## config.mk

```make
export PLATFORM = sky130hd
export DESIGN_NAME = inst_fetch_ctrl_flat
export DESIGN_NICKNAME = d
export VERILOG_FILES = /design/src/rtl/inst_fetch_ctrl_if.sv /design/src/rtl/inst_fetch_ctrl.sv /design/src/flat_wrapper.sv
export SDC_FILE = /design/constraint.sdc
export NUM_CORES = 1
export LEC_CHECK = 0
export ABC_CLOCK_PERIOD_IN_PS = 6100
export CAP_MARGIN = 20
export CORE_MARGIN = 3
export CORE_UTILIZATION = 42
export CTS_BUF_LIST = sky130_fd_sc_hd__clkbuf_8
export CTS_CLUSTER_DIAMETER = 60
export CTS_CLUSTER_SIZE = 28
export DETAILED_ROUTE_END_ITERATION = 7
export SYNTH_ARGS = -nofsm -noshare
export SYNTH_HDL_FRONTEND = slang
export SYNTH_SLANG_ARGS = --single-unit
```

## constraint.sdc

```tcl
create_clock -name clk -period 6.1 [get_ports clk]
set_input_delay 0.915 -clock clk [delete_from_list [all_inputs] [get_ports clk]]
set_output_delay 0.915 -clock clk [all_outputs]
set_load 0.005 [all_outputs]
```

## src/rtl/inst_fetch_ctrl_if.sv

```systemverilog
// Fetch-side bundle: ROM bus plus the
// IF->ID queue head and redirect inputs.
interface inst_fetch_ctrl_if;
  logic        rom_ce_o;
  logic [31:0] rom_addr_o;
  logic [31:0] rom_inst_i;
  logic        branch_flag_i;
  logic [31:0] branch_target_address_i;
  logic        id_ready_i;
  logic        if_valid_o;
  logic [31:0] if_pc_o;
  logic [31:0] if_inst_o;

  modport master (
    output rom_ce_o,
    output rom_addr_o,
    input  rom_inst_i,
    input  branch_flag_i,
    input  branch_target_address_i,
    input  id_ready_i,
    output if_valid_o,
    output if_pc_o,
    output if_inst_o
  );

  modport slave (
    input  rom_ce_o,
    input  rom_addr_o,
    output rom_inst_i,
    output branch_flag_i,
    output branch_target_address_i,
    output id_ready_i,
    input  if_valid_o,
    input  if_pc_o,
    input  if_inst_o
  );
endinterface

```

## src/rtl/inst_fetch_ctrl.sv

```systemverilog
// Instruction fetch controller with a
// small prefetch queue and redirect flush.
module inst_fetch_ctrl #(
  parameter logic [31:0] RESET_PC = 32'h0000_0000,
  parameter int          DEPTH    = 4
) (
  input  logic               clk,
  input  logic               rst,
  inst_fetch_ctrl_if.master  bus
);
  localparam int PW = $clog2(DEPTH);
  localparam int CW = PW + 1;
  localparam logic [CW-1:0] FULL = CW'(DEPTH);

  typedef enum logic {OFF, FETCH} state_e;

  state_e        state_q, state_d;
  logic [31:0]   pc_q, pc_d;
  logic [CW-1:0] cnt_q, cnt_d;
  logic [PW-1:0] head_q, head_d;
  logic [PW-1:0] tail_q, tail_d;

  logic [31:0] pc_mem   [DEPTH];
  logic [31:0] inst_mem [DEPTH];

  logic run, valid, pop, push;

  assign run   = (state_q == FETCH);
  assign valid = (cnt_q != '0);
  assign pop   = run & valid
               & bus.id_ready_i
               & ~bus.branch_flag_i;
  assign push  = run & ~bus.branch_flag_i
               & ((cnt_q < FULL) | pop);

  always_comb begin
    state_d = state_q;
    pc_d    = pc_q;
    cnt_d   = cnt_q;
    head_d  = head_q;
    tail_d  = tail_q;
    unique case (state_q)
      OFF: state_d = FETCH;
      FETCH: begin
        if (bus.branch_flag_i) begin
          cnt_d  = '0;
          head_d = '0;
          tail_d = '0;
          pc_d   = {bus.branch_target_address_i[31:2],
                    2'b00};
        end else begin
          if (push) begin
            tail_d = tail_q + PW'(1);
            pc_d   = pc_q + 32'd4;
          end
          if (pop) head_d = head_q + PW'(1);
          if (push & ~pop)
            cnt_d = cnt_q + CW'(1);
          else if (pop & ~push)
            cnt_d = cnt_q - CW'(1);
        end
      end
    endcase
  end

  always_ff @(posedge clk) begin
    if (rst) begin
      state_q <= OFF;
      pc_q    <= RESET_PC;
      cnt_q   <= '0;
      head_q  <= '0;
      tail_q  <= '0;
    end else begin
      state_q <= state_d;
      pc_q    <= pc_d;
      cnt_q   <= cnt_d;
      head_q  <= head_d;
      tail_q  <= tail_d;
    end
  end

  // Storage needs no reset: reads are gated by valid
  always_ff @(posedge clk) begin
    if (push) begin
      pc_mem[tail_q]   <= pc_q;
      inst_mem[tail_q] <= bus.rom_inst_i;
    end
  end

  assign bus.rom_ce_o   = push;
  assign bus.rom_addr_o = pc_q;
  assign bus.if_valid_o = valid;
  assign bus.if_pc_o    = valid ? pc_mem[head_q]
                                : 32'h0;
  assign bus.if_inst_o  = valid ? inst_mem[head_q]
                                : 32'h0;
endmodule

```

## src/flat_wrapper.sv

```systemverilog
// flat-port wrapper written by rule: the top's interface ports become plain ports
module inst_fetch_ctrl_flat 
#(
  parameter logic [31:0] RESET_PC = 32'h0000_0000,
  parameter int          DEPTH    = 4
)
  (clk, rst, bus_rom_ce_o, bus_rom_addr_o, bus_rom_inst_i, bus_branch_flag_i, bus_branch_target_address_i, bus_id_ready_i, bus_if_valid_o, bus_if_pc_o, bus_if_inst_o);
  inst_fetch_ctrl_if bus_i ();
  input  logic clk;
  input  logic rst;
  output wire logic [$bits(bus_i.rom_ce_o)-1:0] bus_rom_ce_o;
  output wire logic [$bits(bus_i.rom_addr_o)-1:0] bus_rom_addr_o;
  input wire logic [$bits(bus_i.rom_inst_i)-1:0] bus_rom_inst_i;
  input wire logic [$bits(bus_i.branch_flag_i)-1:0] bus_branch_flag_i;
  input wire logic [$bits(bus_i.branch_target_address_i)-1:0] bus_branch_target_address_i;
  input wire logic [$bits(bus_i.id_ready_i)-1:0] bus_id_ready_i;
  output wire logic [$bits(bus_i.if_valid_o)-1:0] bus_if_valid_o;
  output wire logic [$bits(bus_i.if_pc_o)-1:0] bus_if_pc_o;
  output wire logic [$bits(bus_i.if_inst_o)-1:0] bus_if_inst_o;
  assign bus_rom_ce_o = bus_i.rom_ce_o;
  assign bus_rom_addr_o = bus_i.rom_addr_o;
  assign bus_i.rom_inst_i = bus_rom_inst_i;
  assign bus_i.branch_flag_i = bus_branch_flag_i;
  assign bus_i.branch_target_address_i = bus_branch_target_address_i;
  assign bus_i.id_ready_i = bus_id_ready_i;
  assign bus_if_valid_o = bus_i.if_valid_o;
  assign bus_if_pc_o = bus_i.if_pc_o;
  assign bus_if_inst_o = bus_i.if_inst_o;
  inst_fetch_ctrl #(.RESET_PC(RESET_PC), .DEPTH(DEPTH)) u_core (.clk(clk), .rst(rst), .bus(bus_i));
endmodule
```

==> results.json, run 1 <==
{
  "final_nets": 929,
  "synth_area_sq_um": 11750,
  "worst_slew_pin_slew_ns": 1.048,
  "overflow": 0,
  "path_max_fanout": 47,
  "reg2reg_depth": 3,
  "synth.most_common_cell": "edfxtp_1",
  "die_w_um": 173.2,
  "rr_startpoint": "u_core.run",
  "hold_path_depth": 2,
  "cp_slowest_stage_delay_ns": 0.54,
  "final_layout_size_suffix_gt1_frac": 0.1401,
  "leakagePower_uw": 0.004425,
  "multiInputGateArea_sq_um": 3281,
  "start_util": 0.4310,
  "grt_usage": 0.1692,
  "hold_violations": 0,
  "syn_avg_cell_area_sq_um": 16.61,
  "setup_violations": 0,
  "cts.clk_slew.worst_paths_ns": 0.10,
  "ctsResizeCount": 0,
  "hold_buffers": 0,
  "cap_violations": 0,
  "clockBufferDepth": 3,
  "fin_util": 0.5210,
  "path_buf_inv": 5,
  "slew_headroom": 0.3013,
  "r2r_setup_slack_ns": 3.25,
  "fin_setup_tns_ns": 0,
  "crit_chain": "clkdlybuf4s50_1 -> buf_4 -> inv_1 -> nand3_1 -> clkinv_1 -> clkdlybuf4s50_1",
  "crit_family": "buffers and inverters",
  "rsz0062_at_grt": "no",
  "setup.worst_path.start_class": "input pin",
  "cts_tree": "built",
  "yosys-top-cells-count": "edfxtp_1, and2_1, mux4_2, dfxtp_1, nor2_1",
  "rows": 60,
  "min_period_over_period": 0.7042,
  "cts_htree_levels": 1,
  "wl_um": 25930,
  "dieArea_sq_um": 30010,
  "worstPathRequired_ns": 5.18,
  "post_cts_buffers": 0,
  "hpwlAfterDp_um": 15240,
  "cts_root_buf": "clkbuf_8",
  "hold_path_class": "reg2reg",
  "port_buffers": 159,
  "cts_sinks": 288,
  "drc": 0,
  "via_count": 6894,
  "nFillCells": 2231,
  "antenna_found_initial": 0,
  "end_kind": "output port",
  "grt_max_degree": 64,
  "crit_top_cell": "clkdlybuf4s50_1",
  "drv_slew": 0,
  "worst-setup-path-type": "in2out",
  "dr.pass1.iters": 6,
  "synth_flop_cell": "edfxtp_1",
  "synth.distinct_cells": 57,
  "cp.arrival_ns": 3.38,
  "yosys.area.top_type": "edfxtp_1",
  "min_to": "u_core.cnt_q[1]",
  "core_sq_um": 27250,
  "fp.dieH_um": 173.2,
  "synth_edf_count": 248,
  "skew_ns": 0.02110,
  "seq_area_frac_synth": 0.7022,
  "synthCells": 707,
  "power_density_nw_per_um2": 263.3,
  "place_congestion": 0.8724,
  "grt_pass1_vias": 7049,
  "status": "finished clean",
  "ir_drop_v": 0.0001839,
  "yosys.area.top_type_share": 0.6340,
  "fin_crit_ns": 4.296,
  "ant_nets": 0,
  "numCtsBuffers": 22,
  "clk_latency_ns": 0.56,
  "synth_seq_cells": 288,
  "reg2reg_to": "u_core.inst_mem[2][13]",
  "synthArstFlopShare": 0,
  "antenna_cells": 0,
  "crit_slowest_cell": "clkdlybuf4s50_1",
  "max_freq_mhz": 232.8,
  "synthTopCellsByArea": "edfxtp_1, mux4_2, dfxtp_1",
  "hold_start": "u_core.cnt_q[1]",
  "wl_per_cell_um": 20.86,
  "io_pins": 166,
  "area_growth_pct": 20.87,
  "drt-initial-drc-count": 649,
  "yosys_warnings": 0,
  "regArea_sq_um": 8255,
  "grt_pass1_wl_um": 40140,
  "viasPerCell": 5.546
}
[worst max path at each step]
stage | from | end | slack (ns) | cells past startpoint
final | bus_branch_flag_i | bus_rom_ce_o | 1.80 | 6
after global routing | flip-flop | bus_if_pc_o[18] | 1.55 | 4
after global placement | bus_branch_flag_i | bus_rom_ce_o | 1.94 | 6
after detailed placement | bus_branch_flag_i | bus_rom_ce_o | 1.86 | 6
after CTS | flip-flop | bus_if_pc_o[16] | 1.72 | 4
after floorplan | bus_branch_flag_i | u_core.inst_mem[0][0] | 2.66 | 5
[cells by family after synthesis]
group                    Yosys count  synth area share
AND/OR/NAND/NOR                  199           0.09448
multiplexers                      70            0.1258
flip-flops                       288            0.7022
AO/OA/AOI/OAI                     86           0.04975
adder cells (fa/ha/maj)            6          0.007030
other                              1         0.0003193
buffers and inverters             57           0.02045
[flip-flops by register name, indices dropped and copies added, names as in the netlist, named ones only]
signal,cells
u_core.head_q,2
u_core.cnt_q,3
u_core.bus.rom_addr_o,30
u_core.inst_mem,128
u_core.tail_q,2
u_core.run,1
u_core.pc_mem,120
[worst reg2reg max path, cell delays in order, from the launching register on]
cell	delay (ns)
dfxtp_1	0.79
nand3_1	0.47
clkinv_1	0.31
and2_4	0.88
[per-layer routing]
metal / track usage / wire (um) / part of all wire
met2: 0.2718 / 12190 / 0.47
met4: 0.03378 / 530 / 0.020
met5: 0 / 0 / 0
met1: 0.2438 / 11360 / 0.44
met3: 0.03373 / 1853 / 0.071
[cells in the final DEF, fill, tap and decap left out, types with 3 or more instances in the layout]
cell,synthesis,routed
inv_8,0,3
or4_1,4,4
nor3_1,13,13
a22oi_1,4,4
and2_4,0,4
conb_1,1,4
inv_1,12,12
edfxtp_1,248,248
inv_6,0,3
a211oi_1,5,5
ha_1,5,5
mux4_2,62,62
mux2i_1,7,7
and4_1,4,4
o22ai_1,5,5
and2_1,69,65
buf_4,4,6
nand4_1,8,8
nand3_1,17,17
clkbuf_8,0,23
a32o_1,4,4
o21ai_0,19,18
nor2_1,33,33
clkdlybuf4s50_1,0,159
or3_1,6,5
o31ai_1,4,4
nor4_1,5,5
dfxtp_1,40,38
a21oi_1,18,18
nand2_1,23,23
a31oi_1,5,5
and3_1,8,8
[where the power goes]
group | leakage [uW] | switching [uW] | internal [uW]
registers | 0.00258 | 51.9 | 2190
logic | 0.00160 | 156 | 206
clock network | 0.000251 | 717 | 417
[metrics by stage]
step	cell area, sq um	power, uW	hold WS, ns	setup slack, ns	instances
6_report	14200	3739	0.5579	1.804	1243
5_1_grt	14200	3892	0.5771	1.549	1243
4_1_cts	14200	3786	0.5557	1.720	1243
3_5_place_dp	13690	2655	0.5281	1.863	1203
3_3_place_gp	13690	2643	0.5059	1.941	1203
2_1_floorplan	11760	2427	0.4815	2.662	710
[layout make-up]
cell class	instances	share of cell area
Sequential cell	288	0.5815
Multi-Input combinational cell	365	0.2311
Timing Repair Buffer	165	0.1153
Tap cell	372	0.03278
Clock buffer	23	0.02230
Clock inverter	17	0.01366
Inverter	13	0.003437
No activity file was read; power rests on OpenSTA's default activity.
==> inputs of run 2 (changes only) <==
--- a/config.mk
+++ b/config.mk
@@ -5,7 +5,7 @@
 export SDC_FILE = /design/constraint.sdc
 export NUM_CORES = 1
 export LEC_CHECK = 0
-export ABC_CLOCK_PERIOD_IN_PS = 6100
+export ABC_CLOCK_PERIOD_IN_PS = 3500
 export CAP_MARGIN = 20
 export CORE_MARGIN = 3
 export CORE_UTILIZATION = 42
@@ -13,6 +13,7 @@
 export CTS_CLUSTER_DIAMETER = 60
 export CTS_CLUSTER_SIZE = 28
 export DETAILED_ROUTE_END_ITERATION = 7
+export PLACE_DENSITY = 0.67
 export SYNTH_ARGS = -nofsm -noshare
 export SYNTH_HDL_FRONTEND = slang
 export SYNTH_SLANG_ARGS = --single-unit
==> constraint.sdc (replaced) <==
create_clock -name clk -period 3.5 [get_ports clk]
set_input_delay 0.525 -clock clk [delete_from_list [all_inputs] [get_ports clk]]
set_output_delay 0.525 -clock clk [all_outputs]
set_load 0.005 [all_outputs]
==> run 2 against run 1 <==
- cell count is 1.2% higher
- wire length decreased by 0.15%
- count of clock-buffer cells in the layout down 2
- first-iteration DRC count shrank 27%
- sequential cell count is the same
- combinational power up 82%
- via count shrank 1.7%
- critical endpoint is now bus_if_pc_o[16]
- clock power increased by 74%
- critical path depth is 2 lower
- sequential share of layout area decreased by 0.99 points
- worst setup slack lost 1.5 ns
==> results.json, run 2 (same netlist as run 1, synthesis figures left out) <==
{
  "dr.pass1.iters": 5,
  "cp_slowest_stage_delay_ns": 0.65,
  "core_sq_um": 27250,
  "cp-endpoint": "bus_if_pc_o[16]",
  "wl_um": 25890,
  "start_util": 0.4310,
  "io_pins": 166,
  "crit_chain": "buf_12 -> mux4_2 -> and2_1 -> clkdlybuf4s50_1",
  "pwr-share-clk": 0.301,
  "place_inst": 1222,
  "p_comb_frac": 0.101,
  "final_nets": 946,
  "crit_family": "buffers and inverters",
  "drt-initial-drc-count": 475,
  "slew_headroom": 0.4225,
  "clockBufferDepth": 3,
  "ant_nets": 0,
  "antenna_found_initial": 0,
  "layout_common_cells": "edfxtp_1, clkdlybuf4s50_1, and2_1, mux4_2, dfxtp_1",
  "worst_slew_pin_slew_ns": 0.8583,
  "setup_ws_ns": 0.2906,
  "fin_total_pwr_uw": 6526,
  "final_common_cell": "edfxtp_1",
  "rr_startpoint": "u_core.cnt_q[2]",
  "grt_max_degree": 47,
  "hold_buffers": 0,
  "cts_htree_levels": 1,
  "p_int_uw": 4937,
  "rows": 60,
  "port_buffers": 159,
  "setup_violations": 0,
  "setup.worst_path.start_class": "flip-flop",
  "dieArea_sq_um": 30010,
  "clk_latency_ns": 0.56,
  "hpwlAfterDp_um": 16570,
  "fp.dieH_um": 173.2,
  "post_cts_buffers": 0,
  "switching_share": 0.2436,
  "p_switching_uw": 1590,
  "largest_reg_flops": 128,
  "fin_setup_tns_ns": 0,
  "cap_violations": 0,
  "fin_cells": 1258,
  "reg2reg_depth": 8,
  "area_growth_pct": 22.97,
  "worstPathRequired_ns": 2.97,
  "hold_path_class": "reg2reg",
  "regMostFlops": "u_core.inst_mem",
  "overflow": 0,
  "leakagePower_uw": 0.004556,
  "max_freq_mhz": 311.6,
  "path_buf_inv": 2,
  "power_density_nw_per_um2": 451.8,
  "place_congestion": 0.8770,
  "worst-setup-path-type": "reg2out",
  "wl_per_cell_um": 20.58,
  "grt_pass1_vias": 6747,
  "min_period_over_period": 0.9170,
  "pre_cts_ws_ns": 0.6858,
  "die_w_um": 173.2,
  "cp.arrival_ns": 2.68,
  "status": "finished clean",
  "drv_slew": 0,
  "path_max_fanout": 21,
  "cts_sinks": 288,
  "end_kind": "output port",
  "cts_tree": "built",
  "drc": 0,
  "path_depth": 4,
  "rsz0062_at_grt": "no",
  "viasPerCell": 5.388,
  "skew_ns": 0.02936,
  "crit_slowest_cell": "dfxtp_4",
  "r2r_setup_slack_ns": 0.83,
  "numCtsBuffers": 20,
  "grt_usage": 0.1699,
  "seqPwrFrac": 0.598,
  "reg2reg_to": "u_core.cnt_q[1]",
  "grt_pass1_wl_um": 40280,
  "ctsResizeCount": 0,
  "cts.clk_slew.worst_paths_ns": 0.13,
  "hold_violations": 0,
  "ir_drop_v": 0.0002121,
  "fin_crit_ns": 3.209,
  "final_layout_size_suffix_gt1_frac": 0.1546,
  "cts_root_buf": "clkbuf_8",
  "antenna_cells": 0,
  "via_count": 6778
}
[run 2: how the worst min path moves through the flow]
stage | from | cells past startpoint | slack [ns] | end
detailed placement | u_core.head_q[1] | 2 | 0.52 | flip-flop
CTS | bus_branch_target_address_i[2] | 3 | 0.51 | u_core.bus.rom_addr_o[2]
floorplan | u_core.head_q[1] | 2 | 0.48 | flip-flop
global route | bus_rom_inst_i[26] | 1 | 0.54 | u_core.inst_mem[0][26]
global placement | u_core.tail_q[0] | 1 | 0.52 | u_core.tail_q[0]
finish | u_core.tail_q[0] | 1 | 0.53 | u_core.tail_q[0]
[run 2: worst reg2reg max path, delay by kind of cell (launching register included)]
family	cells	cell delay, ns
AOI/OAI and AO/OA	1	0.06
adders and majority gates	1	0.43
buffers and inverters	1	0.31
DFF	1	0.37
and+or+nand+nor	5	1.46
[run 2: layout make-up]
| type | count | area, sq um |
|---|---|---|
| Fill cell | 2195 | 12810 |
| Sequential cell | 288 | 8255 |
| Multi-Input combinational cell | 365 | 3284 |
| Timing Repair Buffer | 184 | 1892 |
| Tap cell | 372 | 465.4 |
| Clock buffer | 21 | 289.0 |
| Clock inverter | 15 | 209.0 |
| Inverter | 13 | 48.80 |
[run 2: power groups by stage]
stage	Clock (uW)	Sequential [uW]	Combinational [uW]
floorplan	0	3950	281
global placement	0	3970	665
detailed placement	0	3980	669
CTS	2030	3900	671
global route	2160	3920	716
finish	1970	3900	660
[run 2: metrics by stage]
| step | util | hold slack (ns) | area, sq um |
|---|---|---|---|
| 4_1_cts | 0.5300 | 0.5120 | 14440 |
| 3_3_place_gp | 0.5118 | 0.5151 | 13950 |
| 3_5_place_dp | 0.5118 | 0.5161 | 13950 |
| 6_report | 0.5300 | 0.5342 | 14440 |
| 5_1_grt | 0.5300 | 0.5408 | 14440 |
| 2_1_floorplan | - | 0.4815 | 11760 |
[run 2: routing by layer]
metal,GRT usage,part of all wire,vias to the layer above
met5,0,0,-
met4,0.03818,0.017,0
met3,0.03285,0.065,32
met2,0.2713,0.48,230
met1,0.2451,0.44,3396
li1,-,-,3120
